===== config.mk =====
export PLATFORM = sky130hd
export DESIGN_NAME = piso_ser_tx
export DESIGN_NICKNAME = d
export VERILOG_FILES = /design/src/rtl/piso_ser_tx.sv
export SDC_FILE = /design/constraint.sdc
export NUM_CORES = 1
export LEC_CHECK = 0
export CAP_MARGIN = 20
export CORE_UTILIZATION = 49
export CTS_BUF_LIST = sky130_fd_sc_hd__clkbuf_2 sky130_fd_sc_hd__clkbuf_4 sky130_fd_sc_hd__clkbuf_8
export DETAILED_ROUTE_END_ITERATION = 8
export GPL_TIMING_DRIVEN = 0
export PLACE_DENSITY = 0.8
export RECOVER_POWER = 100
export SLEW_MARGIN = 15
export SYNTH_ARGS = -nofsm -noshare
export SYNTH_HDL_FRONTEND = slang
export SYNTH_SLANG_ARGS = --single-unit

===== constraint.sdc =====
create_clock -name clk -period 1.32 [get_ports clk]
set_input_delay 0.132 -clock clk [delete_from_list [all_inputs] [get_ports clk]]
set_output_delay 0.132 -clock clk [all_outputs]
set_load 0.01 [all_outputs]

===== src/rtl/piso_ser_tx.sv =====
// piso_ser_tx: parallel-in serial-out transmitter.
// Takes one WIDTH-bit word through a valid/ready handshake and shifts it out
// LSB first on s_out. Each bit is held for DIV clocks. s_en marks the last
// clock of every bit period so that a downstream shift-right receiver,
// clock-enabled by s_en, assembles the original word after WIDTH bits.
//
// Handshake: a word is transferred on a rising edge where load_valid and
// load_ready are both high. load_ready is high only while idle, and p_in is
// sampled only on that edge. load_valid while a frame is in flight is ignored;
// nothing is queued.
//
// dbg_state exposes the FSM state (0 = IDLE, 1 = SHIFT) for observation.
module piso_ser_tx #(
  parameter int WIDTH = 8,
  parameter int DIV   = 1
) (
  input  logic             clk,
  input  logic             rst_n,
  input  logic             load_valid,
  output logic             load_ready,
  input  logic [WIDTH-1:0] p_in,
  output logic             s_out,
  output logic             s_en,
  output logic             busy,
  output logic             done,
  output logic             dbg_state
);

  // Counter widths: at least one bit, even when DIV is 1.
  localparam int DCW = (DIV > 1) ? $clog2(DIV) : 1;
  localparam int BCW = (WIDTH > 1) ? $clog2(WIDTH) : 1;

  // Terminal counts. Neither counter ever moves past its terminal value.
  localparam logic [DCW-1:0] DIV_LAST = DCW'(DIV - 1);
  localparam logic [BCW-1:0] BIT_LAST = BCW'(WIDTH - 1);

  typedef enum logic {
    IDLE  = 1'b0,
    SHIFT = 1'b1
  } state_t;

  state_t           state_q;
  logic [WIDTH-1:0] shreg_q;
  logic [DCW-1:0]   div_cnt_q;
  logic [BCW-1:0]   bit_cnt_q;
  logic             done_q;

  logic [WIDTH-1:0] shreg_d;
  logic [DCW-1:0]   div_cnt_d;
  logic [BCW-1:0]   bit_cnt_d;
  logic             bit_end;

  // Datapath helpers: next shift-register value and counter increments.
  always_comb begin
    shreg_d   = shreg_q >> 1;
    div_cnt_d = div_cnt_q + 1'b1;
    bit_cnt_d = bit_cnt_q + 1'b1;
  end

  // End of the current bit period. Only meaningful in SHIFT; gating by state
  // matters when DIV is 1, where the divider compare is always true.
  assign bit_end = (state_q == SHIFT) && (div_cnt_q == DIV_LAST);

  // Transmit FSM: load on accept, shift one bit per DIV clocks, pulse done
  // in the first idle cycle after the last bit. Reset aborts any frame.
  always_ff @(posedge clk) begin
    if (!rst_n) begin
      state_q   <= IDLE;
      shreg_q   <= '0;
      bit_cnt_q <= '0;
      div_cnt_q <= '0;
      done_q    <= 1'b0;
    end else begin
      done_q <= 1'b0;
      case (state_q)
        IDLE: begin
          if (load_valid) begin
            shreg_q   <= p_in;
            bit_cnt_q <= '0;
            div_cnt_q <= '0;
            state_q   <= SHIFT;
          end
        end
        SHIFT: begin
          if (bit_end) begin
            // Zero fill leaves shreg at 0 once all bits are out, so s_out
            // drops to 0 in IDLE without extra gating.
            shreg_q   <= shreg_d;
            div_cnt_q <= '0;
            if (bit_cnt_q == BIT_LAST) begin
              bit_cnt_q <= '0;
              state_q   <= IDLE;
              done_q    <= 1'b1;
            end else begin
              bit_cnt_q <= bit_cnt_d;
            end
          end else begin
            div_cnt_q <= div_cnt_d;
          end
        end
        default: begin
          state_q <= IDLE;
        end
      endcase
    end
  end

  // All outputs come straight from flops or from a compare of flops.
  assign s_out      = shreg_q[0];
  assign s_en       = bit_end;
  assign busy       = (state_q == SHIFT);
  assign load_ready = (state_q == IDLE);
  assign done       = done_q;
  assign dbg_state  = state_q;

endmodule


==> results of run 1 <==
[what timing repair did]
action | in CTS | in global routing
gates resized for setup | 11 | 3
buffers inserted | 1 | 1
setup endpoints to repair | 4 | 2
hold endpoints to repair | 0 | 0
[logic make-up after synthesis]
group	count (synthesis)	share of synthesized area (%)
buf+inv	6	6.450
compound gates	20	22.01
fa+ha+maj	2	3.794
simple gates	15	14.61
flops	14	42.50
mux	7	10.63
[path summary, 6_finish.rpt]
path,start,endpoint
worst max register to register,busy,shreg_q[3]
worst min-delay path,div_cnt_q,div_cnt_q
worst min register to register,div_cnt_q,div_cnt_q
worst max-delay path,shreg_q[0],s_out
[final cells by class]
class	count	area, µm²	area share [%]
buffer	4	41.29	4.762
clock buffer	3	22.52	2.597
inverter	2	10.01	1.154
multi-input combinational	44	331.6	38.24
sequential	14	284.0	32.76
tap	14	17.52	2.020
timing repair buffer	18	160.2	18.47
[tightest hold or removal path, stage by stage (launching register included)]
cell and delay (ps):
dfxtp_1 320, nand2_1 50, nor3_1 40
[layer usage]
layer	GRT usage [%]	share of wire (%)	vias to the layer above
met3	5.780	4.7	0
met2	35.42	49	11
met1	21.55	47	239
met4	0	0	0
met5	0	0	-
li1	-	-	271
[cells in the mapped netlist (all sizes together)]
library cell  instances  share of area [%]
dfxtp                14                 43
o21ai                 8                6.1
mux2i                 7                 11
o211a                 7                 11
nand2                 5                4.0
a21boi                4                4.6
buf                   4                5.3
nand3                 4                3.0
ha                    2                3.8
inv                   2                1.1
nand2b                2                3.0
a21oi                 1               0.76
and2b                 1                1.5
and3                  1               0.95
nor3                  1               0.76
or2b                  1                1.3
[flip-flops by register name, summed over array words and instances, names as in the netlist]
name and flops:
bit_cnt_q 3, done 1, div_cnt_q 1, shreg_q 8, busy 1
[power breakdown]
part	switching (mW)	internal [mW]
clock network	0.126	0.105
logic	0.0793	0.104
registers	0.0179	0.451
total	0.223	0.660
[through the flow]
stage	power, mW	std cells	setup TNS, ps
after CTS	0.8914	98	-24.05
after floorplan	0.5879	64	0
after detailed placement	0.6630	94	-358.6
after global routing	0.9271	99	0
after global placement	0.6583	94	-296.7
final	0.8830	99	0
[cell usage in the layout (no fill, tap or decap), types with 2 or more instances in the layout]
cell	count
dfxtp_1	13
clkdlybuf4s50_1	10
mux2i_1	7
o21ai_1	7
o211a_1	7
nand2_1	4
nand3_1	4
clkbuf_4	4
clkbuf_1	3
a21boi_0	3
buf_8	2
ha_1	2
dlygate4sd3_1	2
dlygate4sd2_1	2
buf_4	2
==> flow_summary_export.csv, run 1 <==
group,metric,value,unit
setup_path,path_class,"reg2out",
yosys,postSynthCellCount,64,
timing,setup_viol,0,
global_route,grt_pass1_vias,472,
detailed_routing,dr.pass1.iters,4,
setup_path,cp_max_fo,2,
clock_network,clk-insertion-delay-late,270,ps
setup_path,max_stage_delay,530,ps
timing,period_share,94.77,%
place,dp_slack,-156.3,ps
detailed_routing,drc,0,
yosys,avgSynthCellArea,10.30,µm²
global_route,antenna_found_initial,0,
setup_path,crit_path_end_kind,"output port",
die,io_pins,17,
final_layout,fin_nets,100,
setup_path,path_buf_inv,1,
clock_network,cts_tree,"done",
yosys,ys_ff_latch,14,
setup_path,critPathRequiredTime,1190,ps
final_layout,fin_util,74.04,%
yosys,syn-cell-area,659.4,µm²
place,dp.final_hpwl,883.4,µm
timing,hold_violations,0,
setup_path,path_cells,"clkdlybuf4s50_1",
clock_network,path_clk_slew,80,ps
timing,whs,453.4,ps
place,place_area,837.1,µm²
global_route,grt_pass1_wl,1959,µm
die,dieArea,0.001497,mm²
timing,finClkSkew,4.507,ps
timing,relSlewSlack,71.63,%
detailed_routing,wl_per_cell,12.98,µm
setup_path,path_delay_family,"buffers and inverters",
detailed_routing,wl,1285,µm
clock_network,clock-sinks,14,
flow_run,max-cap-violations,0,
setup_path,start_kind,"register",
setup_path,slowest_stage,"clkdlybuf4s50_1",
place,io_buffers,16,
die,die_y,38.69,µm
clock_network,clockBufferDepth,2,
clock_network,ctsHoldBuffers,0,
global_route,grt_start_max_net_pins,11,
clock_network,cts-buffers-inserted,3,
die,chipWidth,38.69,µm
timing,fmax,799.4,MHz
detailed_routing,vias,521,
yosys,synth_fp_nets,77,
final_layout,nFillCells,88,
detailed_routing,ant_nets,0,
die,start_util,56.30,%
final_layout,drive_gt1_share,16.47,%
timing,final_max_slew_viol_count,0,
clock_network,htree_levels,1,
yosys,synth_cell_type_count,23,
pwr,p_leak,0.4091,nW
final_layout,diodes,0,
setup_path,crit_arrival,1120,ps
timing,finalCriticalPeriod,1251,ps
run_status,status,"completed",
timing,fin_ws,68.99,ps
timing,worst_pin_slew,425.5,ps
global_route,overflow,0,
setup_path,reg2regPathDepth,5,
final_layout,syn2layout_area_growth,31.50,%
setup_path,crit_cells,1,
pwr,p_per_area,1018,mW/mm²
setup_path,r2r_slack,190,ps
place,gp_congestion,0.7206,
die,row_count,12,
yosys,synth-warning-count,0,
worst_hold_path,whs_path_depth,2,
die,core,0.001171,mm²
global_route,grt_usage,18.75,%
detailed_routing,initialDrtViolationCount,5,
clock_network,clock-root-buffer,"clkbuf_4",
final_layout,final_cell_area,867.1,µm²
detailed_routing,via_per_inst,5.263,
yosys,ys_seq_area_share,42.50,%
pwr,max-vdd-ir-drop,0.9475,mV
timing,rsz0062_at_grt,"no",
worst_hold_path,min_path_type,"reg2reg",
No activity file was read; power rests on OpenSTA's default activity.
==> inputs of run 2 (changes only) <==
CORE_AREA = 2 2 39 41   (was unset)
CORE_UTILIZATION = unset   (was 49)
DIE_AREA = 0 0 41 43   (was unset)
DONT_BUFFER_PORTS = 1   (was unset)
PLACE_DENSITY = unset   (was 0.8)
==> flow_summary_export.csv, run 2 (synthesis gave the netlist of run 1 again) <==
group,metric,value,unit
final_layout,largest_reg_flops,8,
detailed_routing,initialDrtViolationCount,3,
timing,finClkSkew,2.664,ps
timing,rsz0062_at_grt,"no",
global_route,grt_pass1_vias,454,
detailed_routing,vias,491,
pwr,p_per_area,1123,mW/mm²
die,start_util,47.65,%
place,dp.final_hpwl,843.5,µm
place,io_buffers,0,
timing,worst_pin_slew,181.4,ps
final_layout,top_register,"shreg_q",
clock_network,clk-insertion-delay-late,270,ps
worst_hold_path,min_path_type,"in2reg",
timing,relSlewSlack,87.91,%
place,dp_slack,88.23,ps
place,gp_congestion,0.7140,
clock_network,cts_tree,"done",
timing,finalSetupTns,0,ps
setup_path,cp_max_fo,10,
pwr,max-vdd-ir-drop,0.5684,mV
die,die_y,43,µm
place,place_area,679.4,µm²
setup_path,path_cells,"nand2b_4 -> inv_2 -> buf_6",
die,dieArea,0.001763,mm²
setup_path,path_buf_inv,2,
pwr,p_leak,0.3533,nW
final_layout,syn2layout_area_growth,12.14,%
timing,fmax,847.5,MHz
final_layout,final_cell_area,739.5,µm²
timing,period_share,89.39,%
detailed_routing,ant_nets,0,
setup_path,start_kind,"register",
setup_path,rr_startpoint,"busy",
setup_path,path_delay_family,"flip-flops",
detailed_routing,wl_per_cell,14.07,µm
final_layout,top_regs,"shreg_q: 8 flops, bit_cnt_q: 3 flops",
timing,whs,10.63,ps
final_layout,fin_nets,86,
die,row_count,14,
die,chipWidth,41,µm
detailed_routing,dr.pass1.iters,4,
setup_path,path_class,"reg2out",
setup_path,critPathRequiredTime,1190,ps
setup_path,crit_arrival,1050,ps
worst_hold_path,hold_start,"rst_n",
clock_network,htree_levels,1,
run_status,status,"completed",
final_layout,drive_gt1_share,16.90,%
detailed_routing,via_per_inst,5.644,
final_layout,final_cell_mix,"dfxtp_1, mux2i_1, o21ai_0, o211a_1",
global_route,antenna_found_initial,0,
die,core,0.001384,mm²
final_layout,final_common_cell,"dfxtp_1",
timing,finalCriticalPeriod,1180,ps
die,io_pins,17,
detailed_routing,wl,1224,µm
timing,hold_violations,0,
clock_network,path_clk_slew,70,ps
timing,fin_ws,140.1,ps
clock_network,clock-root-buffer,"clkbuf_4",
global_route,overflow,0,
setup_path,max_stage_delay,430,ps
clock_network,cts-buffers-inserted,3,
global_route,grt_start_max_net_pins,11,
clock_network,clock-sinks,14,
timing,final_max_slew_viol_count,0,
detailed_routing,drc,0,
setup_path,slowest_stage,"dfxtp_2",
final_layout,diodes,0,
clock_network,clockBufferDepth,2,
clock_network,cts_setup_buffers,0,
timing,setup_viol,0,
global_route,grt_usage,16.38,%
global_route,grt_pass1_wl,1932,µm
setup_path,crit_path_end_kind,"output port",
flow_run,max-cap-violations,0,
setup_path,startpoint,"busy",
final_layout,nFillCells,130,
-- run 2: report_power, final --
group	internal, mW	switching (mW)	total (mW)
combinational	0.0669	0.0655	0.132
sequential	0.452	0.0209	0.472
clock	0.105	0.120	0.226
total	0.624	0.207	0.831
-- run 2: per-stage QoR --
stage | utilization [%] | instances | power (mW)
5_1_grt | 53.44 | 87 | 0.8809
2_1_floorplan | - | 64 | 0.5879
3_5_place_dp | 49.10 | 80 | 0.6119
3_3_place_gp | 49.10 | 80 | 0.6093
6_report | 53.44 | 87 | 0.8306
4_1_cts | 52.98 | 86 | 0.8491
-- run 2: path summary, 6_finish.rpt --
path             endpoint  slack [ps]  cells after the start
max reg2reg    shreg_q[4]         180                      4
min          bit_cnt_q[0]          10                      1
min reg2reg     div_cnt_q         440                      2
max                  s_en         140                      3
-- run 2: metal layers --
layer  GRT usage, %  up-vias  wire, µm
li1               -      247         -
met5              0        -         0
met2          22.50       12       568
met4          10.00        0        14
met1          22.37      230       571
met3          3.665        2        70
-- run 2: layout make-up --
| class | instances | area [µm²] | share of cell area (%) |
|---|---|---|---|
| Inverter | 2 | 7.507 | 1.015 |
| Tap cell | 16 | 20.02 | 2.707 |
| Sequential cell | 14 | 281.5 | 38.07 |
| Timing Repair Buffer | 4 | 40.04 | 5.415 |
| Multi-Input combinational cell | 44 | 336.6 | 45.52 |
| Buffer | 4 | 31.28 | 4.230 |
| Clock buffer | 3 | 22.52 | 3.046 |
-- run 2: worst register-to-register path, stage by stage, from the launching register on --
cell and delay [ps]:
dfxtp_2 430, buf_6 190, mux2i_1 200, o21ai_0 100
o211a_1 130
-- run 2: timing repair --
action / in CTS / in global routing
endpoints found under the setup margin: 1 / 0
resized for setup: 1 / 0
hold buffers: 3 / 1
hold endpoints to repair: 2 / 1
